===== config.mk =====
export PLATFORM = sky130hd
export DESIGN_NAME = ip_cfg_shift_seq
export DESIGN_NICKNAME = d
export VERILOG_FILES = /design/src/rtl/cms_pix28_package.sv /design/src/rtl/ip_cfg_clk_div.sv /design/src/rtl/ip_cfg_shift_seq.sv
export SDC_FILE = /design/constraint.sdc
export NUM_CORES = 1
export LEC_CHECK = 0
export CAP_MARGIN = 20
export CORE_MARGIN = 2
export CORE_UTILIZATION = 56
export DETAILED_ROUTE_END_ITERATION = 10
export PLACE_DENSITY = 0.81
export SYNTH_ARGS = -nofsm -noshare
export SYNTH_HDL_FRONTEND = slang
export SYNTH_SLANG_ARGS = --single-unit

===== constraint.sdc =====
create_clock -name clk -period 3.2 [get_ports clk]
set_input_delay 0.64 -clock clk [delete_from_list [all_inputs] [get_ports clk]]
set_output_delay 0.64 -clock clk [all_outputs]
set_load 0.05 [all_outputs]

===== src/rtl/cms_pix28_package.sv =====
// rtl/cms_pix28_package.sv - shared pix28 config-register types and constants
package cms_pix28_package;

    localparam logic CONFIG_REG_MODE_SHIFT_IN     = 1'b1;
    localparam logic CONFIG_REG_MODE_PARALLEL_OUT = 1'b0;

    typedef enum logic [2:0] {
        IDLE_IP_CS,
        DELAY_IP_CS,
        RESET_NOT_IP_CS,
        SHIFT_IP_CS,
        DONE_IP_CS,
        ABORT_IP_CS
    } state_t_sm_ip_cfg_shift;

endpackage


===== src/rtl/ip_cfg_clk_div.sv =====
// rtl/ip_cfg_clk_div.sv - config_clk divider with rise/fall and early pre-fall strobes
module ip_cfg_clk_div #(
    parameter int DIV_W = 7
) (
    input  logic             clk,
    input  logic             reset_not,
    input  logic             run,
    input  logic [DIV_W-1:0] div,
    output logic             config_clk,
    output logic             rise_evt,
    output logic             fall_evt,
    output logic             pre_fall_evt
);

    logic [DIV_W-1:0] phase;
    logic [DIV_W-1:0] phase_nxt;
    logic             wrap;
    logic             clk_nxt;

    // pre_fall_evt fires one clk before the cycle that sits two clk ahead of a fall,
    // so a registered request lands exactly two clk before fall_evt (div >= 2 guaranteed).
    always_comb begin
        wrap         = run && (phase == div);
        phase_nxt    = wrap ? '0 : phase + DIV_W'(1);
        clk_nxt      = config_clk ^ wrap;
        rise_evt     = wrap && !config_clk;
        fall_evt     = wrap && config_clk;
        pre_fall_evt = run && clk_nxt && (phase_nxt == div - DIV_W'(2));
    end

    always_ff @(posedge clk or negedge reset_not) begin
        if (!reset_not) begin
            phase      <= '0;
            config_clk <= 1'b0;
        end else if (!run) begin
            phase      <= '0;
            config_clk <= 1'b0;
        end else begin
            phase      <= phase_nxt;
            config_clk <= clk_nxt;
        end
    end

endmodule


===== src/rtl/ip_cfg_shift_seq.sv =====
// rtl/ip_cfg_shift_seq.sv - parallel config-chain shift-in/compare test sequencer
module ip_cfg_shift_seq
    import cms_pix28_package::*;
#(
    parameter int N_CHAIN = 1,
    parameter int CNT_W   = 14,
    parameter int DIV_W   = 7
) (
    input  logic                     clk,
    input  logic                     reset_not,
    input  logic                     enable,
    input  logic                     start,
    input  logic                     abort,
    input  logic [DIV_W-1:0]         test_delay,
    input  logic [CNT_W-1:0]         shift_len,
    input  logic                     mask_reset_not,
    input  logic [N_CHAIN-1:0]       data_bit_i,
    input  logic [N_CHAIN-1:0]       exp_bit_i,
    input  logic [N_CHAIN-1:0]       config_out_i,
    output logic                     shift_req_o,
    output logic                     config_clk_o,
    output logic                     reset_not_o,
    output logic [N_CHAIN-1:0]       config_in_o,
    output logic                     config_load_o,
    output logic                     busy_o,
    output logic                     done_o,
    output logic                     aborted_o,
    output logic                     pass_o,
    output logic [N_CHAIN*CNT_W-1:0] err_cnt_o,
    output state_t_sm_ip_cfg_shift   state_o
);

    state_t_sm_ip_cfg_shift state;
    logic                   start_q;
    logic [DIV_W-1:0]       div_q;
    logic [CNT_W-1:0]       len_q;
    logic                   mask_q;
    logic [CNT_W:0]         bit_cnt;
    logic [CNT_W:0]         two_len;
    logic                   div_run, rise_evt, fall_evt, pre_fall_evt;
    logic                   start_edge, launch, sample_evt;

    assign start_edge = start && !start_q;
    assign launch     = enable && (state == IDLE_IP_CS) && start_edge && !abort;
    assign two_len    = {len_q, 1'b0};
    assign div_run    = enable && !abort &&
                        (state inside {DELAY_IP_CS, RESET_NOT_IP_CS, SHIFT_IP_CS});
    // Only the second pass is compared: by then the chain holds bits shifted in this test.
    assign sample_evt = enable && !abort && (state == SHIFT_IP_CS) && rise_evt &&
                        (bit_cnt > {1'b0, len_q});
    assign state_o    = state;

    ip_cfg_clk_div #(.DIV_W(DIV_W)) u_clk_div (
        .clk          (clk),
        .reset_not    (reset_not),
        .run          (div_run),
        .div          (div_q),
        .config_clk   (config_clk_o),
        .rise_evt     (rise_evt),
        .fall_evt     (fall_evt),
        .pre_fall_evt (pre_fall_evt)
    );

    for (genvar k = 0; k < N_CHAIN; k++) begin : g_err
        logic [CNT_W-1:0] cnt_q;
        always_ff @(posedge clk or negedge reset_not) begin
            if (!reset_not) begin
                cnt_q <= '0;
            end else if (launch) begin
                cnt_q <= '0;
            end else if (sample_evt && (config_out_i[k] != exp_bit_i[k]) && (cnt_q != '1)) begin
                cnt_q <= cnt_q + CNT_W'(1);
            end
        end
        assign err_cnt_o[k*CNT_W +: CNT_W] = cnt_q;
    end

    always_ff @(posedge clk or negedge reset_not) begin
        if (!reset_not) begin
            state         <= IDLE_IP_CS;
            start_q       <= 1'b0;
            div_q         <= DIV_W'(2);
            len_q         <= '0;
            mask_q        <= 1'b0;
            bit_cnt       <= '0;
            shift_req_o   <= 1'b0;
            reset_not_o   <= 1'b1;
            config_in_o   <= '0;
            config_load_o <= CONFIG_REG_MODE_PARALLEL_OUT;
            busy_o        <= 1'b0;
            done_o        <= 1'b0;
            aborted_o     <= 1'b0;
            pass_o        <= 1'b0;
        end else begin
            start_q     <= start;
            shift_req_o <= 1'b0;
            if (!enable) begin
                state         <= IDLE_IP_CS;
                reset_not_o   <= 1'b1;
                config_in_o   <= '0;
                config_load_o <= CONFIG_REG_MODE_PARALLEL_OUT;
                busy_o        <= 1'b0;
            end else if (abort && (state inside {DELAY_IP_CS, RESET_NOT_IP_CS, SHIFT_IP_CS})) begin
                state         <= ABORT_IP_CS;
                aborted_o     <= 1'b1;
                done_o        <= 1'b0;
                reset_not_o   <= 1'b1;
                config_in_o   <= '0;
                config_load_o <= CONFIG_REG_MODE_PARALLEL_OUT;
            end else begin
                case (state)
                    IDLE_IP_CS: if (launch) begin
                        done_o    <= 1'b0;
                        aborted_o <= 1'b0;
                        pass_o    <= 1'b0;
                        div_q     <= (test_delay < DIV_W'(2)) ? DIV_W'(2) : test_delay;
                        len_q     <= shift_len;
                        mask_q    <= mask_reset_not;
                        busy_o    <= (shift_len != '0);
                        state     <= (shift_len == '0) ? DONE_IP_CS : DELAY_IP_CS;
                    end
                    DELAY_IP_CS: if (fall_evt) begin
                        state         <= RESET_NOT_IP_CS;
                        config_load_o <= CONFIG_REG_MODE_SHIFT_IN;
                        reset_not_o   <= mask_q;
                    end
                    RESET_NOT_IP_CS: if (fall_evt) begin
                        state       <= SHIFT_IP_CS;
                        reset_not_o <= 1'b1;
                        config_in_o <= data_bit_i;
                        bit_cnt     <= (CNT_W+1)'(1);
                    end
                    SHIFT_IP_CS: begin
                        if (pre_fall_evt && (bit_cnt != two_len)) shift_req_o <= 1'b1;
                        if (fall_evt) begin
                            if (bit_cnt == two_len) begin
                                state         <= DONE_IP_CS;
                                config_load_o <= CONFIG_REG_MODE_PARALLEL_OUT;
                                config_in_o   <= '0;
                                busy_o        <= 1'b0;
                            end else begin
                                config_in_o <= data_bit_i;
                                bit_cnt     <= bit_cnt + (CNT_W+1)'(1);
                            end
                        end
                    end
                    DONE_IP_CS: begin
                        state  <= IDLE_IP_CS;
                        done_o <= 1'b1;
                        pass_o <= (err_cnt_o == '0);
                    end
                    ABORT_IP_CS: begin
                        state  <= IDLE_IP_CS;
                        busy_o <= 1'b0;
                    end
                    default: state <= IDLE_IP_CS;
                endcase
            end
        end
    end

endmodule

==> summary.md <==
| Metric | Value |
|---|---|
| Status | `finished, final reports clean` |
| Netlist Area Pre-Place | `between 0.004 and 0.005 mm2` |
| Initial Util | `58.5%` |
| Worst vdd ir | `0.323 mV` |
| Unique masters post-synth | `60` |
| Register share of total power | `38.7%` |
| Vias per Instance | `between 5 and 6` |
| Largest net degree at the start of global routing | `72` |
| Fin cells | `between 600 and 700` |
| Final worst slack | `0.144 ns` |
| Row count | `31` |
| Worst setup path class | `in2reg` |
| Area Overhead vs Synth | `23.3%` |
| Ys async rst share | `100%` |
| # diodes | `0` |
| Drt first pass iters | `5` |
| Cells after DPL | `637` |
| Antenna violations before repair | `0` |
| Hold Path Class | `in2async` |
| Final setup viols | `0` |
| Pwr/cell area | `610 mW/mm2` |
| Core Box Area | `~0.0074 mm2` |
| CTS tree | `done` |
| # DRC | `0` |
| Filler instances | `~550` |
| Post-synthesis mux area share | `1.86%` |
| Post-layout min period | `3.06 ns` |
| # H-tree levels | `3` |
| Top FF cell, synth | `dfrtp_1` |
| GRT Util Overall | `26.6%` |
| CP required | `~3.5 ns` |
| Clk slew on worst S/H paths | `0.07 ns` |
| Post-route ant nets | `0` |
| Max cap viols | `0` |
| Clk Latency, worst-skew pair | `between 0.3 and 0.4 ns` |
| Post-Route WL | `10.6 mm` |
| Compound-Gate Fraction of Synth Area | `12.5%` |
| Synthesized area per cell | `8.97 um2` |
| Worst-path fanout max | `5` |
| First-pass GRT wire length | `17.8 mm` |
| DIE HEIGHT | `91.7 um` |
| Seq/Total Area, Yosys | `between 40% and 50%` |
| Setup TNS | `0 ns` |
| Clk pwr share | `a little under a quarter` |
| Hold_ws | `0.471 ns` |
| Crit. End Element | `flop` |
| Comb pwr share | `38.0%` |
| Post-synth EDFFs | `0` |
| Dpl ws | `-0.391 ns` |
| # nets final | `about 600` |
| LEAKAGE | `0.00233 uW` |
| Port Buffers | `55` |
| Clock sinks | `71` |
| Die area | `0.00841 mm2` |
| Post-Syn Nets | `531` |
| Max_slew headroom | `40.4%` |
| Mapped Cells | `480` |
| Per-cell routed wire length | `16.2 um` |
| Final period util | `95.5%` |
| FMAX | `327 MHz` |
| Clock Tree Buf Depth | `2` |
| Iteration-0 DRC Markers | `between 200 and 250` |
| Type of origin of the critical path | `input pin` |
| Yosys reg bits | `71` |
| DPL Wire Length | `7.74 mm` |
| CTS buffer count | `9` |
| Max Transition Viols Final | `0` |
| Ports | `between 50 and 60` |
| WP data arrival | `3.34 ns` |
| Final Hold Fails | `0` |
| Int Pwr | `2000 uW` |
| Worst-margin pin slew | `0.894 ns` |
| Root buffer cell | `clkbuf_8` |
| Die Width | `91.7 um` |
| Ys Warns | `0` |
| Unrepaired setup endpoints after global routing | `no` |
| Layout cells sized above 1 | `10.8%` |
| Core Util, Final | `about 70%` |
| Clock skew | `about 0.0064 ns` |
| Adder-cell share of the synthesized area | `6.10%` |
| Psw | `1240 uW` |
| Total gr overflow | `0` |
| Routed vias | `3,830` |
| Switching Fraction | `38.3%` |
| Vias in the first global route | `3,663` |
| R2r setup slk | `0.33 ns` |
| Post-Synth Simple-Gate Area | `around 25%` |
| RePlAce Congestion | `approximately 0.94` |
| CTS Hold Bufs | `0` |
| XOR/XNOR share of the synthesized area | `between 8 and 9%` |
| Largest family of logic cells by synthesized area | `simple AND/OR/NAND/NOR gates` |
placed cells by master, fill, tap and decap left out, drive strengths merged, types with 13 or more instances in the layout:
| cell type | instances |
|---|---|
| a21oi | 17 |
| buf | 26 |
| clkbuf | 13 |
| clkdlybuf4s50 | 54 |
| dfrtp | 69 |
| ha | 21 |
| inv | 25 |
| nand2 | 71 |
| nand3 | 22 |
| nand4 | 14 |
| nor2 | 38 |
| nor4 | 14 |
| o21ai | 35 |
| xnor2 | 25 |
| xor2 | 19 |
kinds of logic (layout without fill, tap and decap cells):
kind of cell | Yosys count | count (layout)
adders and majority gates | 21 | 21
DFF | 71 | 71
and+or+nand+nor | 210 | 210
xor gates and xnor gates | 44 | 44
muxes | 8 | 8
buffers and inverters | 44 | 121
AOI/OAI and AO/OA | 82 | 82
registers in the layout (all words and copies together) (netlist names):
signal                count
done_o                    1
pass_o                    1
u_clk_div.phase           7
config_in_o               1
bit_cnt                  15
state_o                   3
start_q                   1
config_load_o             1
aborted_o                 1
shift_req_o               1
err_cnt_o                14
div_q                     7
len_q                    14
reset_not_o               1
mask_q                    1
u_clk_div.config_clk      1
busy_o                    1
worst paths after layout:
check                                                end  depth (start not counted)                  from
worst min register to register        pass_o$_DFFE_PN0P_                          2    pass_o$_DFFE_PN0P_
worst max register to register  err_cnt_o[6]$_DFFE_PN0P_                         10  div_q[1]$_DFFE_PN1P_
min in group clk                      pass_o$_DFFE_PN0P_                          2    pass_o$_DFFE_PN0P_
worst max-delay path            err_cnt_o[6]$_DFFE_PN0P_                         11                 abort
worst min-delay path                len_q[9]$_DFFE_PN0P_                          2             reset_not
max in group asynchronous         bit_cnt[7]$_DFFE_PN0P_                          2             reset_not
critical path: stages:
cell             delay, ns
clkdlybuf4s50_1       0.41
nand2b_2              0.21
or3_4                 0.36
nor4_4                0.18
ha_2                  0.21
nand2_1               0.08
a2111oi_4             0.34
o21ai_2               0.12
a21o_1                0.22
or4_1                 0.49
nand2_1               0.08
final cells by class:
type | instances | area [um2] | area share [%]
inverter | 25 | 93.8 | 1.77
clock inverter | 3 | 40.0 | 0.754
clock buffer | 13 | 169 | 3.18
timing repair buffer | 80 | 746 | 14.0
multi-input combinational | 365 | 2360 | 44.4
sequential | 71 | 1780 | 33.5
tap | 99 | 124 | 2.33
layer usage:
metal | vias to the layer above | track usage [%] | part of all wire [%]
met1 | 1851 | 33.8 | 42
met2 | 138 | 43.8 | 49
met5 | - | 0 | 0
li1 | 1817 | - | -
met3 | 24 | 5.67 | 5.8
met4 | 0 | 11.6 | 2.8
repair_timing:
action | 4_1_cts | 5_1_grt
buffers inserted | 0 | 3
endpoints found under the setup margin | 2 | 12
gates resized for setup | 2 | 2
pin swaps | 0 | 2
power groups by stage:
stage	Sequential [uW]	Combinational, uW	Clock [uW]
after floorplan	1360	736	0
after global placement	1260	1170	0
after detailed placement	1270	1200	0
after CTS	1250	1220	762
after global routing	1280	1360	802
final	1250	1230	754
Yosys cell counts (all sizes together) (11+ instances only):
library cell / count / area share (%)
ha: 21 / 6.1
a21oi: 17 / 2.0
o21ai: 35 / 4.2
nor2: 38 / 3.4
inv: 25 / 2.2
nand2: 71 / 6.2
clkbuf: 11 / 0.99
xnor2: 25 / 5.1
nand3: 22 / 2.6
xor2: 19 / 3.9
nor4: 14 / 2.2
nand4: 14 / 2.0
dfrtp: 69 / 40
through the flow:
| step | total power (uW) | cell area (um2) |
|---|---|---|
| floorplan | 2090 | 4310 |
| global placement | 2430 | 5060 |
| detailed placement | 2460 | 5060 |
| CTS | 3230 | 5280 |
| global route | 3440 | 5310 |
| finish | 3240 | 5310 |
Note: power is estimated with default switching activity, not from simulation.
